$ cat config.mk
export PLATFORM = sky130hd
export DESIGN_NAME = sram_slot_arbiter
export DESIGN_NICKNAME = d
export VERILOG_FILES = /design/src/rtl/sram_arb_pkg.sv /design/src/rtl/sram_arb_grant.sv /design/src/rtl/sram_slot_arbiter.sv
export SDC_FILE = /design/constraint.sdc
export NUM_CORES = 1
export LEC_CHECK = 0
export BUFFER_PORTS_ARGS = -buffer_cell sky130_fd_sc_hd__buf_2
export CAP_MARGIN = 20
export CORE_ASPECT_RATIO = 0.6
export CORE_MARGIN = 2
export CORE_UTILIZATION = 46
export CTS_CLUSTER_DIAMETER = 120
export DETAILED_ROUTE_END_ITERATION = 12
export PLACE_DENSITY = 0.8
export SYNTH_ARGS = -nofsm -noshare
export SYNTH_HDL_FRONTEND = slang
export SYNTH_SLANG_ARGS = --single-unit
$ cat constraint.sdc
create_clock -name clk25 -period 1.9 [get_ports clk25]
set_input_delay 0.19 -clock clk25 [delete_from_list [all_inputs] [get_ports clk25]]
set_output_delay 0.19 -clock clk25 [all_outputs]
set_load 0.03 [all_outputs]
$ cat src/rtl/sram_arb_pkg.sv
// rtl/sram_arb_pkg.sv - shared FSM states, slot constants and sizing helpers for the SRAM slot arbiter
package sram_arb_pkg;

    localparam logic [1:0] ST_IDLE   = 2'd0;
    localparam logic [1:0] ST_ACCESS = 2'd1;
    localparam logic [1:0] ST_DONE   = 2'd2;

    localparam int VID_SLOT = 0;

    function automatic int clog2(input int value);
        int r;
        r = 0;
        for (int i = 0; i < 31; i++) begin
            if ((1 << i) < value) r = i + 1;
        end
        return r;
    endfunction

    // Latest slot at which a grant still completes before the next video slot.
    function automatic int last_grant_pos(input int slot_period, input int access_cycles);
        return slot_period - 1 - access_cycles;
    endfunction

endpackage

$ cat src/rtl/sram_arb_grant.sv
// rtl/sram_arb_grant.sv - request vector to one-hot grant; round-robin when SRAM_ARB_RR_EN is defined
module sram_arb_grant
    import sram_arb_pkg::*;
#(
    parameter int NUM_MASTERS = 2,
    parameter int IDX_W       = (NUM_MASTERS > 1) ? clog2(NUM_MASTERS) : 1
) (
    input  logic [NUM_MASTERS-1:0] req,
`ifdef SRAM_ARB_RR_EN
    input  logic [IDX_W-1:0]       rr,
`endif
    output logic [NUM_MASTERS-1:0] gnt_oh,
    output logic [IDX_W-1:0]       gnt_idx
);

    always_comb begin
        gnt_oh  = '0;
        gnt_idx = '0;
`ifdef SRAM_ARB_RR_EN
        // Walk backwards so the candidate nearest after rr is the last one written.
        for (int k = NUM_MASTERS; k >= 1; k--) begin
            if (req[(int'(rr) + k) % NUM_MASTERS]) begin
                gnt_oh  = '0;
                gnt_oh[(int'(rr) + k) % NUM_MASTERS] = 1'b1;
                gnt_idx = IDX_W'((int'(rr) + k) % NUM_MASTERS);
            end
        end
`else
        for (int i = NUM_MASTERS - 1; i >= 0; i--) begin
            if (req[i]) begin
                gnt_oh    = '0;
                gnt_oh[i] = 1'b1;
                gnt_idx   = IDX_W'(i);
            end
        end
`endif
    end

endmodule

$ cat src/rtl/sram_slot_arbiter.sv
// rtl/sram_slot_arbiter.sv - N-master SRAM arbiter with fixed video slot; SRAM_ARB_RR_EN selects round-robin
module sram_slot_arbiter
    import sram_arb_pkg::*;
#(
    parameter int NUM_MASTERS   = 2,
    parameter int ADDR_W        = 18,
    parameter int DATA_W        = 16,
    parameter int SLOT_PERIOD   = 16,
    parameter int ACCESS_CYCLES = 2,
    localparam int SLOT_W       = clog2(SLOT_PERIOD)
) (
    input  logic                          clk25,
    input  logic                          reset_n,
    input  logic [NUM_MASTERS-1:0]        m_req,
    input  logic [NUM_MASTERS-1:0]        m_we,
    input  logic [NUM_MASTERS*ADDR_W-1:0] m_addr,
    input  logic [NUM_MASTERS*DATA_W-1:0] m_wdata,
    input  logic [NUM_MASTERS*2-1:0]      m_be,
    output logic [NUM_MASTERS-1:0]        m_ack,
    output logic [DATA_W-1:0]             m_rdata,
    input  logic [ADDR_W-1:0]             vid_addr,
    output logic [DATA_W-1:0]             vid_data,
    output logic                          vid_valid,
    output logic [SLOT_W-1:0]             slot_pos,
    output logic [ADDR_W-1:0]             ram_addr,
    input  logic [DATA_W-1:0]             ram_dq_i,
    output logic [DATA_W-1:0]             ram_dq_o,
    output logic                          ram_dq_oe,
    output logic                          ram_ce_n,
    output logic                          ram_oe_n,
    output logic                          ram_we_n,
    output logic                          ram_lb_n,
    output logic                          ram_ub_n
);

    localparam int IDX_W = (NUM_MASTERS > 1) ? clog2(NUM_MASTERS) : 1;
    localparam int CNT_W = clog2(ACCESS_CYCLES);
    localparam logic [SLOT_W-1:0] VID_POS  = SLOT_W'(VID_SLOT);
    localparam logic [SLOT_W-1:0] LAST_GNT = SLOT_W'(last_grant_pos(SLOT_PERIOD, ACCESS_CYCLES));
    localparam logic [CNT_W-1:0]  LAST_CNT = CNT_W'(ACCESS_CYCLES - 1);

    logic [1:0]             state;
    logic [CNT_W-1:0]       cnt;
    logic                   vid_en;
    logic [ADDR_W-1:0]      addr_l;
    logic [DATA_W-1:0]      wdata_l;
    logic [1:0]             be_l;
    logic                   we_l;
    logic [NUM_MASTERS-1:0] ack_oh;
    logic [NUM_MASTERS-1:0] gnt_oh;
    logic [IDX_W-1:0]       gnt_idx;
    logic                   in_window;
    logic                   video_slot;
    logic                   acc;
`ifdef SRAM_ARB_RR_EN
    logic [IDX_W-1:0]       rr;
`endif

    sram_arb_grant #(
        .NUM_MASTERS (NUM_MASTERS),
        .IDX_W       (IDX_W)
    ) u_grant (
        .req     (m_req),
`ifdef SRAM_ARB_RR_EN
        .rr      (rr),
`endif
        .gnt_oh  (gnt_oh),
        .gnt_idx (gnt_idx)
    );

    // vid_en keeps the SRAM strobes quiet during reset, which also parks slot_pos at 0.
    assign video_slot = vid_en && (slot_pos == VID_POS);
    assign acc        = (state == ST_ACCESS);
    assign in_window  = (slot_pos != VID_POS) && (slot_pos <= LAST_GNT);

    always_ff @(posedge clk25 or negedge reset_n) begin
        if (!reset_n) begin
            slot_pos  <= '0;
            state     <= ST_IDLE;
            cnt       <= '0;
            vid_en    <= 1'b0;
            vid_data  <= '0;
            vid_valid <= 1'b0;
            m_rdata   <= '0;
            addr_l    <= '0;
            wdata_l   <= '0;
            be_l      <= '0;
            we_l      <= 1'b0;
            ack_oh    <= '0;
`ifdef SRAM_ARB_RR_EN
            rr        <= '0;
`endif
        end else begin
            slot_pos  <= slot_pos + 1'b1;
            vid_en    <= 1'b1;
            vid_valid <= video_slot;
            if (video_slot) vid_data <= ram_dq_i;
            case (state)
                ST_IDLE: begin
                    if (in_window && (|gnt_oh)) begin
                        addr_l  <= m_addr[gnt_idx*ADDR_W +: ADDR_W];
                        wdata_l <= m_wdata[gnt_idx*DATA_W +: DATA_W];
                        be_l    <= m_be[gnt_idx*2 +: 2];
                        we_l    <= m_we[gnt_idx];
                        ack_oh  <= gnt_oh;
                        cnt     <= '0;
                        state   <= ST_ACCESS;
`ifdef SRAM_ARB_RR_EN
                        rr      <= gnt_idx;
`endif
                    end
                end
                ST_ACCESS: begin
                    if (cnt == LAST_CNT) begin
                        if (!we_l) m_rdata <= ram_dq_i;
                        state <= ST_DONE;
                    end else begin
                        cnt <= cnt + 1'b1;
                    end
                end
                ST_DONE: state <= ST_IDLE;
                default: state <= ST_IDLE;
            endcase
        end
    end

    // The final write cycle keeps data driven with we_n high for hold time.
    always_comb begin
        ram_addr  = video_slot ? vid_addr : (acc ? addr_l : '0);
        ram_oe_n  = ~(video_slot || (acc && !we_l));
        ram_we_n  = ~(acc && we_l && (cnt != LAST_CNT));
        ram_lb_n  = video_slot ? 1'b0 : (acc ? ~be_l[0] : 1'b1);
        ram_ub_n  = video_slot ? 1'b0 : (acc ? ~be_l[1] : 1'b1);
        ram_dq_oe = acc && we_l;
        ram_dq_o  = wdata_l;
        ram_ce_n  = 1'b0;
        m_ack     = (state == ST_DONE) ? ack_oh : '0;
    end

endmodule

==> metrics.md, run 1 <==
| Metric | Value |
|---|---|
| Kind of critical path | reg -> out |
| Die Ht | about 76 um |
| CP Launch Type | register |
| Port bufs | approximately 190 |
| Total GRT Usage | 22.15% |
| H-tree Lvls | 3 |
| Setup ws final | -0.1902 ns |
| Register area share after synthesis | ~50% |
| Clk_lat worst skew | 0.33 ns |
| Crit path DAT | 1.90 ns |
| Status | finished with violations |
| Reg-to-reg endpoint | vid_data[1] |
| Leakage power | roughly 0.0029 uW |
| Final Wtd Congestion | 0.7731 |
| Crit-path max FO | 5 |
| Cells after Synth | just under 300 |
| Initial core utilization | 46.82% |
| Total Nets Final | about 630 |
| Register area | 0.002004 mm^2 |
| Layout Utilization | between 70% and 80% |
| Most frequent cells in the layout | buf_2, mux2_2, dfrtp_1 |
| TritonCTS clock tree | yes |
| Pre-CTS setup slack | -0.01689 ns |
| Via count | approximately 3100 |
| TritonCTS Buffers | 9 |
| Distinct cells, synth | 33 |
| IO Count | 191 |
| Pre-antenna DRT Iters | 4 |
| DR WL met2 | 5266 um |
| Final WL | 10430 um |
| Most common cell after layout, fill and taps aside | buf_2 |
| Worst stage delay on the critical path | 0.36 ns |
| FF-to-FF Start | slot_pos[0] |
| Mapped Nets | 411 |
| Ys flop type | dfrtp_1 |
| Initial antenna violation count | 0 |
| Fmax | 478.4 MHz |
| Type of the worst min-delay path | in -> reg |
| Largest net degree at the start of global routing | 42 |
| WL per Instance | around 17 um |
| Fin crit share | 110.0% |
| 1st-iter DRT viols | 78 |
| CP max-delay cell | dfrtp_2 |
| Number of fill cells | 598 |
| Cell Rows | 26 |
| Post-DP HPWL | roughly 7000 um |
| Crit-path cells | inv_2 > ha_4 > nor3b_4 > and2_4 > buf_4 > buf_12 > buf_16 > o21ai_4 > buf_6 |
| Overall Power | 6587 uW |
| GRT overflow | 0 |
| FF-to-FF path depth | 10 |
| Area occupied by multi-input gates | 0.002031 mm^2 |
| Die span in x | 123.3 um |
| First-pass GRT wire length | 15550 um |
| DR vias/cell | 4.926 |
| R2r setup slk | -0.11 ns |
| Layout cell share with drive strength beyond 1 | 75.96% |
| Met3 wire len | 498 um |
| Post-Route M1 WL | 4487 um |
| Worst EP required | 1.71 ns |
| Post-synth EDFFs | 0 |
| Core region area | 0.008393 mm^2 |
| Vias in the first global route | around 3200 |
| DR top layer | met4 |
| Maximum vdd drop | 668.7 uV |
| Syn avg cell area | 13.32 um^2 |
| Diode count | 0 |
| Critical path endpoint category | primary output |
| Crit path time final | 2.090 ns |
| CTS clk-pin slew, worst paths | 0.06 ns |
| DRC | 0 |
| Maxcap violations | 0 |
| Ys async rst share | 100.0% |
| CTS Buffer Depth | 2 |
| Clock sink total | 80 |
| Post-synthesis register bit count | 80 |
| Final setup viols | 22 |
| CP Launch Point | slot_pos[0] |
| Clk root buf | clkbuf_16 |
| Synth-to-Final Area Change | 54.35% |
| CP Capture Point | ram_addr[2] |
| Power per cell area | ~1100 mW/mm^2 |
| Final hold vios | 0 |
| Area of the die | 0.009323 mm^2 |
| DRT antenna net count | 0 |
| Post-Syn Area | 0.003930 mm^2 |
| Yosys warning total | 0 |
| Skew final | 0.004374 ns |
| Setup tns final | -3.452 ns |
| RSZ-0062 raised after global routing | true |
| Failing checks | setup timing |
| Hold_ws | 0.1089 ns |
| Max-slew violations | 0 |
==> through the flow <==
stage | std cells | area, um^2
after floorplan | 295 | 4084
after global placement | 592 | 5172
after detailed placement | 592 | 5172
after CTS | 627 | 5937
after global routing | 632 | 6066
final | 632 | 6066
==> worst max-delay path: cells and delay by family, from the launching register on <==
family          cells  cell delay [ns]
compound gates      1             0.13
fa+ha+maj           1             0.15
buf+inv             5             0.61
flops               1             0.36
simple gates        2             0.33
==> worst min path at each step <==
stage                start  cells past startpoint     endpoint  slack (ns)
4_1_cts        ram_dq_i[3]                      2   m_rdata[3]         0.1
6_report       ram_dq_i[3]                      2  vid_data[3]        0.11
3_5_place_dp       reset_n                      1  m_rdata[13]        0.16
5_1_grt        ram_dq_i[8]                      2  vid_data[8]         0.1
2_1_floorplan      reset_n                      0    ack_oh[0]       -0.11
3_3_place_gp       reset_n                      1  m_rdata[13]        0.15
==> cells in the mapped netlist (2+ instances only) <==
| library cell | number | area (um^2) |
|---|---|---|
| mux2_2 | 87 | 979.7 |
| dfrtp_1 | 80 | 2002 |
| nand2_1 | 38 | 142.6 |
| o21ai_0 | 19 | 95.09 |
| mux2_4 | 18 | 270.3 |
| buf_6 | 7 | 78.83 |
| ha_1 | 4 | 50.05 |
| inv_1 | 4 | 15.01 |
| nor2_1 | 4 | 15.01 |
| buf_2 | 3 | 15.01 |
| buf_4 | 3 | 22.52 |
| clkbuf_1 | 3 | 11.26 |
| a21oi_1 | 2 | 10.01 |
| conb_1 | 2 | 7.510 |
| mux2_1 | 2 | 22.52 |
| nor3_4 | 2 | 32.53 |
==> cell type report <==
class                      count  area share [%]
tap                          112           2.310
sequential                    80           33.04
timing repair buffer         227           25.99
inverter                       4          0.2475
clock inverter                 5          0.9282
multi-input combinational    193           33.48
clock buffer                  11           4.002
==> logic make-up after synthesis <==
kind of cell | share of synthesized area, %
fa+ha+maj | 1.274
simple gates | 7.004
mux | 32.63
buf+inv | 4.521
flops | 50.94
other cells | 0.1911
xor+xnor | 0.4458
compound gates | 2.993
==> where the power goes <==
group / switching, uW / internal, uW / total [uW]
combinational: 1330 / 868 / 2200
sequential: 347 / 2330 / 2670
clock: 663 / 1050 / 1710
total: 2340 / 4240 / 6590
==> what timing repair did <==
| action | 4_1_cts | 5_1_grt |
|---|---|---|
| hold buffers | 1 | 0 |
| endpoints found under the setup margin | 21 | 32 |
| pin swaps | 12 | 12 |
| resized for setup | 68 | 21 |
| buffers inserted | 15 | 4 |
| cloned | 3 | 2 |
| endpoints found under the hold margin | 31 | 0 |
==> registers in the layout, indices dropped and copies added, names as in the netlist <==
name,count
addr_l,18
vid_valid,1
we_l,1
be_l,2
vid_data,16
ram_dq_o,16
state,2
vid_en,1
cnt,1
m_rdata,16
ack_oh,2
slot_pos,4
==> per-layer routing <==
metal	track usage (%)	vias up
met5	0	-
li1	-	1465
met2	38.83	110
met3	4.716	18
met4	8.460	0
met1	27.48	1520
(Power assumes the default switching activity.)
==> inputs of run 2 (changes only) <==
Settings changed: CELL_PAD_IN_SITES_DETAIL_PLACEMENT set to 2, CELL_PAD_IN_SITES_GLOBAL_PLACEMENT set to 2, CORE_UTILIZATION 46 to 28, PLACE_DENSITY 0.8 to unset, PLACE_DENSITY_LB_ADDON set to 0.1.
==> run 2 against run 1 <==
Cell count grew 13%. The run still ends with setup timing left. Die area grew 61%. Clock power up 11%. Sequential power barely moved. Largest cell class unchanged. Clock skew is 0.0014 ns higher. First-iteration DRC count down 15%. Clock-buffer cell count is 1 lower. Utilization shrank 26 points.
==> metrics.md, run 2 (synthesis gave the netlist of run 1 again) <==
| Metric | Value |
|---|---|
| Crit path DAT | around 1.9 ns |
| IO Count | 191 |
| Pre-antenna DRT Iters | 4 |
| Maximum vdd drop | between 400 and 500 uV |
| Inst Count DP | 676 |
| First-pass GRT wire length | 19880 um |
| CP max-delay cell | dfrtp_2 |
| WL per Instance | 18.74 um |
| Total GRT Usage | 17.47% |
| Initial core utilization | 28.76% |
| Status | finished with violations |
| Worst path top cell family by delay | buffers and inverters |
| Type of the worst min-delay path | in -> reg |
| Most common cell after layout, fill and taps aside | buf_2 |
| Non-filler instance count after layout | 717 |
| Clock Power Share | 27.2% |
| Critical path endpoint category | primary output |
| Via count | 3178 |
| DR vias/cell | 4.432 |
| Worst stage delay on the critical path | 0.42 ns |
| Fin crit share | 108.4% |
| Register share of total power | 38.3% |
| 1st-iter DRT viols | 66 |
| Skew final | 0.005728 ns |
| RSZ-0062 raised after global routing | true |
| TritonCTS clock tree | yes |
| Worst slew margin | between 60% and 70% |
| Clock sink total | 80 |
| Post-DP HPWL | 8999 um |
| H-tree Lvls | 3 |
| Most flops, register | addr_l |
| Max FFs per register | 18 |
| Area after DPL | 0.005328 mm^2 |
| DRT antenna net count | 0 |
| Bufs and invs on worst path | 4 |
| Synth-to-Final Area Change | 60.24% |
| Failing checks | setup timing |
| CTS clk-pin slew, worst paths | 0.07 ns |
| Switching Fraction | a little over a third |
| Clk_lat worst skew | about 0.33 ns |
| Number of fill cells | between 1000 and 1500 |
| Worst EP required | 1.71 ns |
| CP Launch Type | register |
| Leakage power | approximately 0.003 uW |
| Final setup viols | 23 |
| Largest net degree at the start of global routing | 45 |
| Area occupied by multi-input gates | 0.002054 mm^2 |
| Diode count | 0 |
| Combinational share of power | 34.5% |
| Area of the die | 0.01503 mm^2 |
| P_sw | approximately 2500 uW |
| Power per cell area | 1105 mW/mm^2 |
| Vias in the first global route | 3638 |
| Internal | between 4000 and 5000 uW |
| Final hold vios | 0 |
| Setup ws final | -0.1601 ns |
| Crit path time final | 2.060 ns |
| Layout cell share with drive strength beyond 1 | 75.43% |
| Die span in x | 156.9 um |
| GRT overflow | 0 |
| Register area | approximately 0.002 mm^2 |
| Layout Utilization | 46.08% |
| Max-slew violations | 0 |
| Overall Power | 6959 uW |
| Finished Cell Area | approximately 0.0063 mm^2 |
| Kind of critical path | reg -> out |
| Setup tns final | -2.895 ns |
| Die Ht | 95.77 um |
| Least-Margin Pin Slew | between 0.5 and 0.6 ns |
| Total Nets Final | 636 |
| Port bufs | roughly 190 |
| Most frequent cells in the layout | buf_2, dfrtp_1, mux2_2 |
| Clk root buf | clkbuf_16 |
| Maxcap violations | 0 |
| Initial antenna violation count | 1 |
| TritonCTS Buffers | 9 |
| Crit-path max FO | 8 |
| Crit-path cells | inv_2 > ha_4 > nor3b_4 > and2_4 > buf_12 > buf_8 > o21ai_2 > buf_6 |
| Final Wtd Congestion | 0.7250 |
| Cell Rows | 33 |
| Final WL | 13440 um |
| Core region area | roughly 0.014 mm^2 |
| Fmax | 485.4 MHz |
| CTS Buffer Depth | 2 |
| DRC | 0 |
run 2: changes by cell type in the layout (fill, tap and decap cells not counted), sizes merged:
cell,delta
buf,+4
bufinv,+1
run 2: cell type report:
| type | count | area share (%) |
|---|---|---|
| Sequential cell | 80 | 31.83 |
| Timing Repair Buffer | 232 | 26.37 |
| Tap cell | 192 | 3.815 |
| Clock buffer | 10 | 3.636 |
| Inverter | 4 | 0.2384 |
| Multi-Input combinational cell | 193 | 32.62 |
| Clock inverter | 6 | 1.490 |
run 2: timing repair:
action | in CTS | in global routing
setup buffers | 16 | 8
setup endpoints to repair | 21 | 70
gates resized for setup | 61 | 36
cloned | 2 | 5
hold buffers | 1 | 0
hold endpoints to repair | 36 | 0
pin swaps | 2 | 8
run 2: path summary, 6_finish.rpt:
kind                              from  cells after the start           to  slack, ns
min                        ram_dq_i[4]                      2  vid_data[4]       0.10
min reg2reg                 m_rdata[1]                      1   m_rdata[1]       0.50
max in group asynchronous      reset_n                      3  m_rdata[11]       0.89
min in group asynchronous      reset_n                      2   addr_l[16]       0.37
max reg2reg                slot_pos[0]                      9  vid_data[7]      -0.04
max                        slot_pos[0]                      8  ram_addr[1]      -0.16
run 2: power by group through the flow:
stage                     combinational, uW  sequential (uW)  clock (uW)
after global routing                   2550             2770        2030
after global placement                 2180             2660           0
after floorplan                         699             3410           0
final                                  2400             2670        1890
after detailed placement               2220             2680           0
after CTS                              2250             2660        1940
run 2: per-layer routing:
metal | track usage (%) | part of all wire, % | vias up
met5 | 0 | 0.097 | -
li1 | - | - | 1467
met2 | 29.39 | 48 | 120
met1 | 21.96 | 43 | 1573
met4 | 4.128 | 1.1 | 2
met3 | 5.808 | 7.4 | 16
run 2: stage by stage:
step,setup WS (ns),hold WS [ns]
floorplan,0.01863,-0.1056
global placement,0.07055,0.1943
detailed placement,0.01344,0.1997
CTS,-0.2040,0.08633
global route,-0.2652,0.09049
finish,-0.1601,0.1023
